File: src/rtl/branch_resolution_unit_if.sv
// Branch predictor <-> resolution unit bus: fetch predictions, execute outcomes,
// predictor update, flush/redirect and statistics.
interface branch_resolution_unit_if #(
   parameter int ADDR_W = 32,
   parameter int CNT_W  = 16
);
   logic              bru_pred_valid;
   logic              bru_pred_ready;
   logic [ADDR_W-1:0] bru_pred_pc;
   logic              bru_pred_taken;
   logic [ADDR_W-1:0] bru_pred_target;
   logic              bru_res_valid;
   logic              bru_res_taken;
   logic [ADDR_W-1:0] bru_res_target;
   logic              bru_upd_valid;
   logic [ADDR_W-1:0] bru_upd_pc;
   logic              bru_upd_taken;
   logic              bru_flush;
   logic [ADDR_W-1:0] bru_redirect_pc;
   logic              bru_empty;
   logic              bru_err;
   logic [CNT_W-1:0]  bru_branch_cnt;
   logic [CNT_W-1:0]  bru_mispred_cnt;

   modport master (
      output bru_pred_valid, bru_pred_pc, bru_pred_taken, bru_pred_target,
      output bru_res_valid, bru_res_taken, bru_res_target,
      input  bru_pred_ready, bru_upd_valid, bru_upd_pc, bru_upd_taken,
      input  bru_flush, bru_redirect_pc, bru_empty, bru_err,
      input  bru_branch_cnt, bru_mispred_cnt
   );

   modport slave (
      input  bru_pred_valid, bru_pred_pc, bru_pred_taken, bru_pred_target,
      input  bru_res_valid, bru_res_taken, bru_res_target,
      output bru_pred_ready, bru_upd_valid, bru_upd_pc, bru_upd_taken,
      output bru_flush, bru_redirect_pc, bru_empty, bru_err,
      output bru_branch_cnt, bru_mispred_cnt
   );
endinterface

File: src/rtl/branch_resolution_unit.sv
// In-order branch resolution: queues predictions, checks them against execute
// outcomes, flushes/redirects on mispredict and feeds outcomes back to the predictor.
module branch_resolution_unit #(
   parameter int ADDR_W = 32,
   parameter int DEPTH  = 4,
   parameter int CNT_W  = 16
) (
   input logic                   bru_clk,
   input logic                   bru_rst_n,
   branch_resolution_unit_if.slave bus
);
   localparam int                PW      = $clog2(DEPTH);
   localparam logic [PW:0]       DEPTH_C = (PW+1)'(DEPTH);
   localparam logic [ADDR_W-1:0] PC_STEP = ADDR_W'(4);
   localparam logic [CNT_W-1:0]  CNT_MAX = {CNT_W{1'b1}};

   typedef enum logic [0:0] {ST_NORMAL = 1'b0, ST_RECOVER = 1'b1} state_t;

   state_t            state_r;
   logic [PW-1:0]     head_r, tail_r;
   logic [PW:0]       count_r;
   logic [ADDR_W-1:0] pc_mem_r  [DEPTH];
   logic [ADDR_W-1:0] tgt_mem_r [DEPTH];
   logic              tkn_mem_r [DEPTH];

   logic              upd_valid_r, upd_taken_r, flush_r, err_r;
   logic [ADDR_W-1:0] upd_pc_r, redirect_pc_r;
   logic [CNT_W-1:0]  branch_cnt_r, mispred_cnt_r;

   logic              pred_ready_s, push_s, resolve_s, mispred_s, err_hit_s;
   logic [ADDR_W-1:0] head_pc_s, head_tgt_s, redirect_s;
   logic              head_tkn_s;

   // Handshake qualification and mispredict detection against the queue head.
   always_comb begin
      head_pc_s    = pc_mem_r[head_r];
      head_tgt_s   = tgt_mem_r[head_r];
      head_tkn_s   = tkn_mem_r[head_r];
      pred_ready_s = bru_rst_n && (state_r == ST_NORMAL) && (count_r < DEPTH_C);
      resolve_s    = bus.bru_res_valid && (state_r == ST_NORMAL) && (count_r != '0);
      err_hit_s    = bus.bru_res_valid && (state_r == ST_NORMAL) && (count_r == '0);
      if (resolve_s) begin
         mispred_s = (head_tkn_s != bus.bru_res_taken) ||
                     (head_tkn_s && bus.bru_res_taken && (head_tgt_s != bus.bru_res_target));
      end else begin
         mispred_s = 1'b0;
      end
      // Wrong-path pushes that coincide with a flush are discarded.
      push_s     = bus.bru_pred_valid && pred_ready_s && !mispred_s;
      redirect_s = bus.bru_res_taken ? bus.bru_res_target : head_pc_s + PC_STEP;
   end

   // Prediction storage; data only, validity is tracked by the pointers.
   always_ff @(posedge bru_clk) begin
      if (push_s) begin
         pc_mem_r[tail_r]  <= bus.bru_pred_pc;
         tgt_mem_r[tail_r] <= bus.bru_pred_target;
         tkn_mem_r[tail_r] <= bus.bru_pred_taken;
      end
   end

   // Queue control, recovery state, result pulses and statistics.
   always_ff @(posedge bru_clk) begin
      if (!bru_rst_n) begin
         state_r       <= ST_NORMAL;
         head_r        <= '0;
         tail_r        <= '0;
         count_r       <= '0;
         upd_valid_r   <= 1'b0;
         upd_pc_r      <= '0;
         upd_taken_r   <= 1'b0;
         flush_r       <= 1'b0;
         redirect_pc_r <= '0;
         err_r         <= 1'b0;
         branch_cnt_r  <= '0;
         mispred_cnt_r <= '0;
      end else begin
         upd_valid_r   <= resolve_s;
         upd_pc_r      <= resolve_s ? head_pc_s : '0;
         upd_taken_r   <= resolve_s && bus.bru_res_taken;
         flush_r       <= mispred_s;
         redirect_pc_r <= mispred_s ? redirect_s : '0;
         if (err_hit_s) begin
            err_r <= 1'b1;
         end
         if (resolve_s && (branch_cnt_r != CNT_MAX)) begin
            branch_cnt_r <= branch_cnt_r + CNT_W'(1);
         end
         if (mispred_s && (mispred_cnt_r != CNT_MAX)) begin
            mispred_cnt_r <= mispred_cnt_r + CNT_W'(1);
         end
         if (mispred_s) begin
            state_r <= ST_RECOVER;
            head_r  <= '0;
            tail_r  <= '0;
            count_r <= '0;
         end else begin
            state_r <= ST_NORMAL;
            if (push_s) begin
               tail_r <= tail_r + PW'(1);
            end
            if (resolve_s) begin
               head_r <= head_r + PW'(1);
            end
            case ({push_s, resolve_s})
               2'b10:   count_r <= count_r + (PW+1)'(1);
               2'b01:   count_r <= count_r - (PW+1)'(1);
               default: count_r <= count_r;
            endcase
         end
      end
   end

   assign bus.bru_pred_ready  = pred_ready_s;
   assign bus.bru_empty       = (count_r == '0);
   assign bus.bru_upd_valid   = upd_valid_r;
   assign bus.bru_upd_pc      = upd_pc_r;
   assign bus.bru_upd_taken   = upd_taken_r;
   assign bus.bru_flush       = flush_r;
   assign bus.bru_redirect_pc = redirect_pc_r;
   assign bus.bru_err         = err_r;
   assign bus.bru_branch_cnt  = branch_cnt_r;
   assign bus.bru_mispred_cnt = mispred_cnt_r;
endmodule

File: src/flat_wrapper.sv
// flat-port wrapper written by rule: the top's interface ports become plain ports
module branch_resolution_unit_flat 
#(
   parameter int ADDR_W = 32,
   parameter int DEPTH  = 4,
   parameter int CNT_W  = 16
)
  (bru_clk, bru_rst_n, bus_bru_pred_valid, bus_bru_pred_pc, bus_bru_pred_taken, bus_bru_pred_target, bus_bru_res_valid, bus_bru_res_taken, bus_bru_res_target, bus_bru_pred_ready, bus_bru_upd_valid, bus_bru_upd_pc, bus_bru_upd_taken, bus_bru_flush, bus_bru_redirect_pc, bus_bru_empty, bus_bru_err, bus_bru_branch_cnt, bus_bru_mispred_cnt);
  branch_resolution_unit_if #(.ADDR_W(ADDR_W), .CNT_W(CNT_W)) bus_i ();
  input logic bru_clk;
  input logic bru_rst_n;
  input wire logic [$bits(bus_i.bru_pred_valid)-1:0] bus_bru_pred_valid;
  input wire logic [$bits(bus_i.bru_pred_pc)-1:0] bus_bru_pred_pc;
  input wire logic [$bits(bus_i.bru_pred_taken)-1:0] bus_bru_pred_taken;
  input wire logic [$bits(bus_i.bru_pred_target)-1:0] bus_bru_pred_target;
  input wire logic [$bits(bus_i.bru_res_valid)-1:0] bus_bru_res_valid;
  input wire logic [$bits(bus_i.bru_res_taken)-1:0] bus_bru_res_taken;
  input wire logic [$bits(bus_i.bru_res_target)-1:0] bus_bru_res_target;
  output wire logic [$bits(bus_i.bru_pred_ready)-1:0] bus_bru_pred_ready;
  output wire logic [$bits(bus_i.bru_upd_valid)-1:0] bus_bru_upd_valid;
  output wire logic [$bits(bus_i.bru_upd_pc)-1:0] bus_bru_upd_pc;
  output wire logic [$bits(bus_i.bru_upd_taken)-1:0] bus_bru_upd_taken;
  output wire logic [$bits(bus_i.bru_flush)-1:0] bus_bru_flush;
  output wire logic [$bits(bus_i.bru_redirect_pc)-1:0] bus_bru_redirect_pc;
  output wire logic [$bits(bus_i.bru_empty)-1:0] bus_bru_empty;
  output wire logic [$bits(bus_i.bru_err)-1:0] bus_bru_err;
  output wire logic [$bits(bus_i.bru_branch_cnt)-1:0] bus_bru_branch_cnt;
  output wire logic [$bits(bus_i.bru_mispred_cnt)-1:0] bus_bru_mispred_cnt;
  assign bus_i.bru_pred_valid = bus_bru_pred_valid;
  assign bus_i.bru_pred_pc = bus_bru_pred_pc;
  assign bus_i.bru_pred_taken = bus_bru_pred_taken;
  assign bus_i.bru_pred_target = bus_bru_pred_target;
  assign bus_i.bru_res_valid = bus_bru_res_valid;
  assign bus_i.bru_res_taken = bus_bru_res_taken;
  assign bus_i.bru_res_target = bus_bru_res_target;
  assign bus_bru_pred_ready = bus_i.bru_pred_ready;
  assign bus_bru_upd_valid = bus_i.bru_upd_valid;
  assign bus_bru_upd_pc = bus_i.bru_upd_pc;
  assign bus_bru_upd_taken = bus_i.bru_upd_taken;
  assign bus_bru_flush = bus_i.bru_flush;
  assign bus_bru_redirect_pc = bus_i.bru_redirect_pc;
  assign bus_bru_empty = bus_i.bru_empty;
  assign bus_bru_err = bus_i.bru_err;
  assign bus_bru_branch_cnt = bus_i.bru_branch_cnt;
  assign bus_bru_mispred_cnt = bus_i.bru_mispred_cnt;
  branch_resolution_unit #(.ADDR_W(ADDR_W), .DEPTH(DEPTH), .CNT_W(CNT_W)) u_core (.bru_clk(bru_clk), .bru_rst_n(bru_rst_n), .bus(bus_i));
endmodule
File: config.mk
export PLATFORM = sky130hd
export DESIGN_NAME = branch_resolution_unit_flat
export DESIGN_NICKNAME = d
export VERILOG_FILES = /design/src/rtl/branch_resolution_unit_if.sv /design/src/rtl/branch_resolution_unit.sv /design/src/flat_wrapper.sv
export SDC_FILE = /design/constraint.sdc
export NUM_CORES = 1
export LEC_CHECK = 0
export CAP_MARGIN = 10
export CORE_MARGIN = 2
export CORE_UTILIZATION = 55
export DETAILED_ROUTE_END_ITERATION = 12
export GPL_TIMING_DRIVEN = 0
export PLACE_DENSITY = 0.82
export REMOVE_ABC_BUFFERS = 1
export SETUP_SLACK_MARGIN = 0.4
export SLEW_MARGIN = 20
export SYNTH_ARGS = -nofsm -noshare
export SYNTH_HDL_FRONTEND = slang
export SYNTH_SLANG_ARGS = --single-unit
File: constraint.sdc
create_clock -name bru_clk -period 7 [get_ports bru_clk]
set_input_delay 1.05 -clock bru_clk [delete_from_list [all_inputs] [get_ports bru_clk]]
set_output_delay 1.05 -clock bru_clk [all_outputs]
set_load 0.03 [all_outputs]
* Word-level counts from Yosys, hierarchy flattened *
Memories as Yosys holds them, arrays and structs flattened. A register that Yosys moved wholly into a read port is not among the register bits.
Index checks and enable logic that the tools add are counted.

operators by class
  add/subtract/negate cells = 7
  $lt $le $gt $ge = 1
  equal/unequal tests = 6
  multiplexer cells = 12
  bitwise logic cells = 2
  reductions and logical operators = 20

operator list
  cell                                                                number
  16-bit by 1-bit adder with 16-bit output, second input constant     2
  32-bit by 3-bit adder with 32-bit output, second input constant     1
  32-bit 2-to-1 mux                                                   1
  16-bit inequality test, second input constant                       2
  32-bit inequality test                                              1
  1-bit logical AND                                                   12
  2-bit 2-to-1 mux                                                    6
  3-bit case mux with 2 select lines                                  1
  2-bit by 1-bit adder with 2-bit output, second input constant       2
  1-bit 2-to-1 mux                                                    4
  2-bit AND reduction                                                 2
  3-bit by 1-bit adder with 3-bit output, second input constant       1
  3-bit zero test                                                     1
  3-bit < comparator, second input constant                           1
  3-bit nonzero test                                                  1
  3-bit by 1-bit subtractor with 3-bit output, second input constant  1
  2-bit by 1-bit == test with 1-bit output, second input constant     1
  2-bit == test, second input constant                                1
  1-bit NOT                                                           2
  2-bit nonzero test                                                  1
  2-bit OR reduction                                                  1
  1-bit zero test                                                     1
  1-bit logical OR                                                    1
  1-bit inequality test                                               1

word-level totals
  register bits after elaboration = 108
  RAM bits = 260
  output and inout bits = 102
  memories = 3

memory list
  memory            words  width  rd ports  clocked after Yosys merged registers in  wr ports  RTL line                      text
  u_core.pc_mem_r   4      32     1         1                                        1         branch_resolution_unit.sv:22  logic [ADDR_W-1:0] pc_mem_r [DEPTH];
  u_core.tgt_mem_r  4      32     1         1                                        1         branch_resolution_unit.sv:23  logic [ADDR_W-1:0] tgt_mem_r [DEPTH];
  u_core.tkn_mem_r  4      1      1         1                                        1         branch_resolution_unit.sv:24  logic tkn_mem_r [DEPTH];

* Logic depth before layout (Yosys ltp) *
Gate-level depths: netlist of run 1.

  depth after elaboration = 8
  gate-level depth with buffers = 17
  gate-level depth less buffers = 15

* Least setup slack after synthesis of run 1 *
OpenSTA, ideal clock, no wires.

  kind = input port to flip-flop
  start point = in bru_rst_n
  end point = mem u_core.pc_mem_r[0][0], enable pin
  arrival time = 5.091 ns
  slack = 1.421 ns
  stages on the path = 5
  cells stage by stage = nor3b_1 and2_1 clkbuf_1 nand2_1 nor2_1

on the way
  word-level cells in the longest chain between the ends = 6

ends and longest elaborated chain
  element                                 RTL line                      text
  from (decl)                             flat_wrapper.sv:11            input logic bru_rst_n;
  1-bit logical AND (2 in a row)          branch_resolution_unit.sv:39  pred_ready_s = bru_rst_n && (state_r == ST_NORMAL) && (count_r < DEPTH_C);
  1-bit logical AND (2 in a row)          branch_resolution_unit.sv:49  push_s = bus.bru_pred_valid && pred_ready_s && !mispred_s;
  1-bit 2-to-1 mux                        branch_resolution_unit.sv:55  if (push_s) begin
  1-bit 2-to-1 mux (not written as such)  branch_resolution_unit.sv:56  pc_mem_r[tail_r] <= bus.bru_pred_pc;
  to (decl)                               branch_resolution_unit.sv:22

No other way between the ends.

==> results of run 1 <==
-- per-layer routing --
| metal | routed length (um) | part of all wire [%] | up-vias |
|---|---|---|---|
| li1 | - | - | 3902 |
| met1 | 13650 | 41 | 4306 |
| met2 | 16430 | 50 | 332 |
| met3 | 2377 | 7.2 | 56 |
| met4 | 673 | 2.0 | 2 |
| met5 | 13 | 0.039 | - |
-- worst max-delay path, stage by stage (launching register included) --
cell	delay, ns
sky130_fd_sc_hd__dfxtp_4	0.79
sky130_fd_sc_hd__buf_16	0.33
sky130_fd_sc_hd__mux4_1	0.61
sky130_fd_sc_hd__xnor2_1	0.19
sky130_fd_sc_hd__nand4_1	0.23
sky130_fd_sc_hd__nor4_2	0.79
sky130_fd_sc_hd__a21boi_1	0.28
sky130_fd_sc_hd__o21a_1	0.47
sky130_fd_sc_hd__nand2b_1	0.26
sky130_fd_sc_hd__ha_1	0.21
sky130_fd_sc_hd__inv_1	0.07
sky130_fd_sc_hd__fa_1	0.39
sky130_fd_sc_hd__o21ai_0	0.16
sky130_fd_sc_hd__nand2_1	0.08
sky130_fd_sc_hd__nor2_1	0.08
-- synthesized netlist by cell type, types with 2 or more instances --
cell type / n / share of area, %
sky130_fd_sc_hd__edfxtp_1: 260 / 54
sky130_fd_sc_hd__and4_1: 6 / 0.36
sky130_fd_sc_hd__xor2_1: 17 / 1.0
sky130_fd_sc_hd__mux4_2: 56 / 8.7
sky130_fd_sc_hd__mux2i_1: 21 / 1.4
sky130_fd_sc_hd__a21oi_1: 11 / 0.38
sky130_fd_sc_hd__xnor2_1: 64 / 3.8
sky130_fd_sc_hd__nor2b_1: 8 / 0.34
sky130_fd_sc_hd__nand2b_1: 12 / 0.52
sky130_fd_sc_hd__nor2_2: 2 / 0.086
sky130_fd_sc_hd__ha_1: 9 / 0.77
sky130_fd_sc_hd__dfxtp_1: 109 / 15
sky130_fd_sc_hd__mux4_1: 9 / 1.6
sky130_fd_sc_hd__a211oi_1: 14 / 0.72
sky130_fd_sc_hd__buf_6: 3 / 0.23
sky130_fd_sc_hd__nand2_1: 52 / 1.3
sky130_fd_sc_hd__buf_4: 7 / 0.36
sky130_fd_sc_hd__and2_1: 21 / 0.90
sky130_fd_sc_hd__nor3b_1: 3 / 0.15
sky130_fd_sc_hd__a21boi_0: 3 / 0.15
sky130_fd_sc_hd__nor2_1: 58 / 1.5
sky130_fd_sc_hd__clkbuf_1: 21 / 0.54
sky130_fd_sc_hd__buf_2: 11 / 0.38
sky130_fd_sc_hd__inv_1: 13 / 0.34
sky130_fd_sc_hd__and3_1: 40 / 1.7
sky130_fd_sc_hd__nor3_1: 5 / 0.17
sky130_fd_sc_hd__or3_1: 3 / 0.13
sky130_fd_sc_hd__nand3_1: 22 / 0.76
sky130_fd_sc_hd__o21ai_0: 4 / 0.14
sky130_fd_sc_hd__nand4_1: 28 / 1.2
sky130_fd_sc_hd__o21a_1: 2 / 0.10
-- power by group --
group	internal, W	leakage (nW)	switching, W
sequential	0.00250	3.24	0.000103
combinational	0.000608	2.45	0.000662
clock	0.00114	0.610	0.000809
total	0.00425	6.30	0.00157
-- flip-flops by register name (all words and copies together) (netlist names), named ones only --
signal,cells
u_core.bus.bru_flush,1
u_core.count_r,3
u_core.bus.bru_upd_valid,1
u_core.bus.bru_mispred_cnt,16
u_core.bus.bru_branch_cnt,16
u_core.head_r,2
u_core.bus.bru_upd_taken,1
u_core.bus.bru_upd_pc,32
u_core.tgt_mem_r,128
u_core.bus.bru_err,1
u_core.tkn_mem_r,4
u_core.pc_mem_r,128
u_core.tail_r,2
u_core.bus.bru_redirect_pc,32
-- cell families after synthesis --
logic type | after synthesis | share of synthesized area [%]
AOI/OAI and AO/OA | 43 | 2.044
xor gates and xnor gates | 81 | 4.870
adders and majority gates | 10 | 0.9105
buffers and inverters | 57 | 2.087
DFF | 369 | 68.58
muxes | 86 | 11.72
and+or+nand+nor | 268 | 9.784
-- path summary, 6_finish.rpt --
check / start / endpoint / slack (ns) / depth (start not counted)
max: flop / u_core.count_r[1] / 1.93 / 14
min: u_core.bus.bru_err / u_core.bus.bru_err / 0.49 / 2
max reg2reg: flop / u_core.count_r[1] / 1.93 / 14
min reg2reg: u_core.bus.bru_err / u_core.bus.bru_err / 0.49 / 2
-- metrics by stage --
| stage | hold WS [ns] | utilization [%] |
|---|---|---|
| after floorplan | 0.5011 | - |
| after global placement | 0.4688 | 64.33 |
| after detailed placement | 0.4824 | 66.22 |
| after CTS | 0.4964 | 70.96 |
| after global routing | 0.5089 | 70.98 |
| final | 0.4907 | 70.99 |
-- area by class of cell --
cell class | instances | area, sq um | area share [%]
Tap cell | 335 | 419.2 | 2.266
Clock buffer | 57 | 1149 | 6.209
Multi-Input combinational cell | 488 | 4322 | 23.36
Inverter | 13 | 48.80 | 0.2638
Clock inverter | 12 | 86.33 | 0.4667
Timing Repair Buffer | 224 | 2475 | 13.38
Sequential cell | 369 | 9997 | 54.04
Antenna cell | 1 | 2.502 | 0.01353
==> results_tabular.tex, run 1 <==
\begin{tabular}{lr}
\hline
Metric & Value \\
\hline
\multicolumn{2}{l}{\textbf{Drt}} \\
\quad TritonRoute pass-1 iters & 5 \\
\quad Iteration-0 DRC Markers & 682 \\
\quad Total wire length & 33150 um \\
\quad Vias per Instance & 5.736 \\
\quad Count of unresolved DRC violations after routing & 0 \\
\quad Vias & 8598 \\
\quad Average wire length per cell after detail routing & 22.11 um \\
\quad Antenna-violating nets left & 0 \\
\multicolumn{2}{l}{\textbf{Finish}} \\
\quad Nets & 1246 \\
\quad Most frequent cells in the layout & sky130\_fd\_sc\_hd\_\_edfxtp\_1 (260), sky130\_fd\_sc\_hd\_\_clkdlybuf4s50\_1 (202), sky130\_fd\_sc\_hd\_\_dfxtp\_1 (107) \\
\quad Final Cell Area & 18500 sq um \\
\quad Final std cells w/o fill & 1499 \\
\quad Area added between synthesis and finish & 27.00\% \\
\quad Share of layout cells above drive strength 1 & 13.24\% \\
\quad Number of inserted filler cells in the final layout & 1668 \\
\quad Leading cell type in the layout, fill and taps excluded & sky130\_fd\_sc\_hd\_\_edfxtp\_1 \\
\multicolumn{2}{l}{\textbf{Critical path}} \\
\quad Kind of end point of the critical path & flop \\
\quad Required time worst endpoint & 7.44 ns \\
\quad Classification of the worst setup path & flop to flop \\
\quad Worst path arrival time & 5.51 ns \\
\quad Kind of start point of the critical path & flop \\
\quad Worst Path Max Fanout & 35 \\
\multicolumn{2}{l}{\textbf{Timing}} \\
\quad Max Slew Vio Count & 0 \\
\quad Final Hold Violating Endpoints & 0 \\
\quad Number of endpoints failing setup at the final stage & 0 \\
\quad Final TNS setup & 0 ns \\
\quad Setup clock skew after layout & 0.02443 ns \\
\quad RSZ-0062 raised after global routing & false \\
\quad Highest clock rate & 197.3 MHz \\
\quad Crit path time final & 5.070 ns \\
\quad Slew headroom & 24.83\% \\
\quad Worst slew pin tran & 1.124 ns \\
\quad Smallest setup slack after layout & 1.930 ns \\
\quad Fraction of the cycle the final worst path needs & 72.42\% \\
\multicolumn{2}{l}{\textbf{Synth}} \\
\quad Number of warnings printed during yosys synthesis & 0 \\
\quad Post-synthesis instance total & 914 \\
\quad FFs w/ async S/R, synth & 0\% \\
\quad Area of the mapped netlist & 14570 sq um \\
\quad Distinct cell type count of the synthesized netlist & 51 \\
\quad Count of flip-flops with a built-in enable after synthesis & 260 \\
\quad Top FF cell, synth & sky130\_fd\_sc\_hd\_\_edfxtp\_1 \\
\quad Flops \& latches, synth & 369 \\
\quad Avg Synthesized Cell Area & 15.94 sq um \\
\quad Share of synthesized area occupied by flip-flops and latches & 68.58\% \\
\multicolumn{2}{l}{\textbf{Hold path}} \\
\quad Worst hold path type & flop to flop \\
\multicolumn{2}{l}{\textbf{Clock tree}} \\
\quad Maximum number of buffers from clock root to sink & 3 \\
\quad CTS resizes & 0 \\
\quad TritonCTS Buffers & 38 \\
\quad Total number of H-tree levels & 2 \\
\quad Count of hold buffers inserted by post-cts repair & 0 \\
\quad Number of sinks handled by clock tree synthesis & 369 \\
\quad Root cell of the clock tree & sky130\_fd\_sc\_hd\_\_clkbuf\_16 \\
\quad CTS tree & yes \\
\quad Clock insertion delay at the later pin of the skew report & 0.52 ns \\
\quad Setup bufs post-CTS & 0 \\
\quad Clock edge transition at the registers on the reported setup and hold paths & 0.06 ns \\
\multicolumn{2}{l}{\textbf{Power and ir drop}} \\
\quad Reported leakage power & 6.297 nW \\
\quad Total power consumption of the routed design & 0.005823 W \\
\quad Cell area power density & 314.8 nW/um\^{}2 \\
\quad Worst IR Drop VDD & 0.0002102 V \\
\multicolumn{2}{l}{\textbf{Die}} \\
\quad Cell Rows & 59 \\
\quad Overall die area & 27800 sq um \\
\quad Number of placed I/O pins & 204 \\
\quad Initial core utilization & 55.90\% \\
\quad Height of the chip & 166.7 um \\
\quad Die outline width & 166.7 um \\
\quad Core Area & 26060 sq um \\
\multicolumn{2}{l}{\textbf{GRT}} \\
\quad Largest net degree at the start of global routing & 69 \\
\quad Met2 demand-to-capacity share in global routing & 40.33\% \\
\quad Global Route met1 Usage & 31.05\% \\
\quad Total global routing track utilization & 23.90\% \\
\quad Wire length of the first global-routing pass & 50920 um \\
\quad Global routing's busiest layer & met2 \\
\quad Met3 global-route usage & 6.131\% \\
\quad Final global-route overflow total & 0 \\
\quad Vias in the first global route & 8921 \\
\quad Initial antenna violation count & 2 \\
\multicolumn{2}{l}{\textbf{Placed design}} \\
\quad Final weighted congestion of routability-driven global placement & 0.8116 \\
\quad Buffers on Ports & 203 \\
\quad Cell area reported after detailed placement & 17260 sq um \\
\quad Number of placed instances with taps included & 1429 \\
\quad Half-perimeter wire length after placement & 22190 um \\
\quad Worst slack, placed & 1.926 ns \\
\multicolumn{2}{l}{\textbf{Job}} \\
\quad MaxCap Viol Count & 0 \\
\multicolumn{2}{l}{\textbf{Run status}} \\
\quad Run status & complete, no violations \\
\hline
\end{tabular}
No activity file was read; power rests on OpenSTA's default activity.
==> run 2: changes to the inputs <==
CORE_UTILIZATION = 49   (was 55)
PLACE_DENSITY = 0.78   (was 0.82)
clock period = 4.2 ns   (was 7 ns; I/O delays follow)
==> results_tabular.tex, run 2 (synthesis gave the netlist of run 1 again) <==
\begin{tabular}{lr}
\hline
Metric & Value \\
\hline
\multicolumn{2}{l}{\textbf{Run status}} \\
\quad Run status & complete, no violations \\
\multicolumn{2}{l}{\textbf{GRT}} \\
\quad Initial antenna violation count & 2 \\
\quad Vias in the first global route & 8902 \\
\quad Final global-route overflow total & 0 \\
\quad Total global routing track utilization & 22.39\% \\
\quad Largest net degree at the start of global routing & 60 \\
\quad Wire length of the first global-routing pass & 51810 um \\
\multicolumn{2}{l}{\textbf{Timing}} \\
\quad Number of endpoints failing setup at the final stage & 0 \\
\quad Final Hold Violating Endpoints & 0 \\
\quad Max Slew Vio Count & 0 \\
\quad Fraction of the cycle the final worst path needs & 88.20\% \\
\quad RSZ-0062 raised after global routing & true \\
\quad Crit path time final & 3.704 ns \\
\quad Post-route worst hold slack & 0.4946 ns \\
\quad Worst slew pin tran & 1.122 ns \\
\quad Setup clock skew after layout & 0.01584 ns \\
\quad Highest clock rate & 270.0 MHz \\
\quad Slew headroom & 24.98\% \\
\multicolumn{2}{l}{\textbf{Hold path}} \\
\quad Endpoint of the worst hold path & u\_core.bus.bru\_mispred\_cnt[5] \\
\quad WHS Path Cells & 2 \\
\quad Worst hold path type & flop to flop \\
\quad Hold wc startpoint & u\_core.bus.bru\_mispred\_cnt[5] \\
\multicolumn{2}{l}{\textbf{Critical path}} \\
\quad Worst reg2reg endpoint & u\_core.count\_r[2] \\
\quad Required time worst endpoint & 4.65 ns \\
\quad Worst path arrival time & 4.16 ns \\
\quad Classification of the worst setup path & flop to flop \\
\quad Worst Path Max Fanout & 6 \\
\quad Kind of start point of the critical path & flop \\
\quad Worst Reg2Reg Path Length in Cells & 19 \\
\quad R2r setup slk & 0.50 ns \\
\quad Kind of end point of the critical path & flop \\
\multicolumn{2}{l}{\textbf{Drt}} \\
\quad Vias & 8759 \\
\quad TritonRoute pass-1 iters & 5 \\
\quad Total wire length & 34990 um \\
\quad Antenna-violating nets left & 0 \\
\quad Average wire length per cell after detail routing & 21.88 um \\
\quad Iteration-0 DRC Markers & 692 \\
\quad Count of unresolved DRC violations after routing & 0 \\
\quad Vias per Instance & 5.478 \\
\multicolumn{2}{l}{\textbf{Placed design}} \\
\quad Number of placed instances with taps included & 1485 \\
\quad Half-perimeter wire length after placement & 22760 um \\
\quad Buffers on Ports & 203 \\
\quad Final weighted congestion of routability-driven global placement & 0.7935 \\
\multicolumn{2}{l}{\textbf{Clock tree}} \\
\quad Number of sinks handled by clock tree synthesis & 369 \\
\quad Clock insertion delay at the later pin of the skew report & 0.52 ns \\
\quad TritonCTS Buffers & 39 \\
\quad Clock edge transition at the registers on the reported setup and hold paths & 0.06 ns \\
\quad Total number of H-tree levels & 2 \\
\quad Count of hold buffers inserted by post-cts repair & 0 \\
\quad CTS tree & yes \\
\quad Maximum number of buffers from clock root to sink & 3 \\
\quad Root cell of the clock tree & sky130\_fd\_sc\_hd\_\_clkbuf\_16 \\
\multicolumn{2}{l}{\textbf{Die}} \\
\quad Initial core utilization & 49.41\% \\
\quad Die outline width & 176.4 um \\
\quad Core Area & 29480 sq um \\
\quad Height of the chip & 176.4 um \\
\quad Overall die area & 31120 sq um \\
\quad Cell Rows & 63 \\
\quad Number of placed I/O pins & 204 \\
\multicolumn{2}{l}{\textbf{Finish}} \\
\quad Area added between synthesis and finish & 32.21\% \\
\quad Largest registers & u\_core.pc\_mem\_r (128), u\_core.tgt\_mem\_r (128) \\
\quad Share of layout cells above drive strength 1 & 17.72\% \\
\quad Number of inserted filler cells in the final layout & 2052 \\
\quad Nets & 1290 \\
\quad Leading cell type in the layout, fill and taps excluded & sky130\_fd\_sc\_hd\_\_edfxtp\_1 \\
\quad Most frequent cells in the layout & sky130\_fd\_sc\_hd\_\_edfxtp\_1 (260), sky130\_fd\_sc\_hd\_\_clkdlybuf4s50\_1 (202), sky130\_fd\_sc\_hd\_\_dfxtp\_1 (107) \\
\quad Final std cells w/o fill & 1599 \\
\multicolumn{2}{l}{\textbf{Power and ir drop}} \\
\quad Reported leakage power & 6.673 nW \\
\quad Cell area power density & 541.9 nW/um\^{}2 \\
\quad Worst IR Drop VDD & 0.0003869 V \\
\multicolumn{2}{l}{\textbf{Job}} \\
\quad MaxCap Viol Count & 0 \\
\hline
\end{tabular}
## run 2: cell types whose count changed in the layout (fill, tap and decap cells not counted), moves of 5 or more
cell / previous run / this run
sky130_fd_sc_hd__buf_4: 3 / 36
sky130_fd_sc_hd__xnor2_1: 64 / 58
sky130_fd_sc_hd__xnor2_2: 0 / 6
sky130_fd_sc_hd__bufinv_16: 0 / 5
sky130_fd_sc_hd__clkbuf_8: 8 / 3
## run 2: worst max path at each step
stage,startpoint,endpoint,cells after the start
finish,flop,u_core.count_r[2],19
global route,flop,u_core.count_r[2],18
CTS,flop,u_core.count_r[1],14
detailed placement,flop,u_core.tgt_mem_r[1][13],11
global placement,flop,u_core.pc_mem_r[2][9],7
floorplan,flop,u_core.pc_mem_r[0][0],7
## run 2: metrics by stage
step | total power (W) | util [%] | worst slack, ns | setup TNS [ns] | area (sq um)
2_1_floorplan | 0.005741 | - | -3.577 | -977.57 | 14310
3_3_place_gp | 0.006463 | 57.09 | -7.820 | -2306.52 | 16830
3_5_place_dp | 0.006572 | 58.87 | -0.6710 | -112.36 | 17360
4_1_cts | 0.01034 | 64.43 | 0.4409 | 0 | 19000
5_1_grt | 0.01085 | 65.32 | 0.3297 | 0 | 19260
6_report | 0.01044 | 65.33 | 0.4957 | 0 | 19260
## run 2: report_power, final
part	leakage (nW)	internal, W	switching [W]
clock	0.670	0.00219	0.00138
sequential	3.24	0.00416	0.0000966
combinational	2.76	0.00130	0.00130
## run 2: layer usage
layer	global-route usage, %	vias up	routed length, um
met5	0	-	13
met4	5.888	2	742
met3	4.328	55	2326
met2	38.20	344	17250
met1	29.63	4375	14660
li1	-	3983	-
## run 2: layout make-up
class,count,area [sq um],share of cell area (%)
tap,390,488.0,2.534
clock buffer,50,1111,5.769
inverter,13,48.80,0.2534
clock inverter,21,250.2,1.299
multi-input combinational,488,4399,22.84
sequential,369,9997,51.91
timing repair buffer,267,2962,15.38
antenna,1,2.502,0.01299
## run 2: what timing repair did
item / in CTS / in global routing
cloned: 2 / 1
resized for setup: 8 / 12
setup buffers: 20 / 19
pin swaps: 8 / 10
endpoints found under the setup margin: 299 / 38
## run 2: worst max-delay path, cell delays in order, from the launching register on
cell and delay [ns]:
sky130_fd_sc_hd__dfxtp_4 0.37, sky130_fd_sc_hd__buf_16 0.14, sky130_fd_sc_hd__buf_16 0.14, sky130_fd_sc_hd__buf_12 0.13
sky130_fd_sc_hd__mux4_1 0.57, sky130_fd_sc_hd__xnor2_1 0.15, sky130_fd_sc_hd__nand4_1 0.22, sky130_fd_sc_hd__nor4_4 0.05
sky130_fd_sc_hd__buf_4 0.16, sky130_fd_sc_hd__a21boi_2 0.21, sky130_fd_sc_hd__o21a_4 0.23, sky130_fd_sc_hd__nand2b_4 0.15
sky130_fd_sc_hd__ha_4 0.14, sky130_fd_sc_hd__inv_2 0.04, sky130_fd_sc_hd__fa_2 0.34, sky130_fd_sc_hd__xor2_1 0.16
sky130_fd_sc_hd__nor2_1 0.11, sky130_fd_sc_hd__xor2_1 0.17, sky130_fd_sc_hd__nand2_1 0.07, sky130_fd_sc_hd__nor2_1 0.08
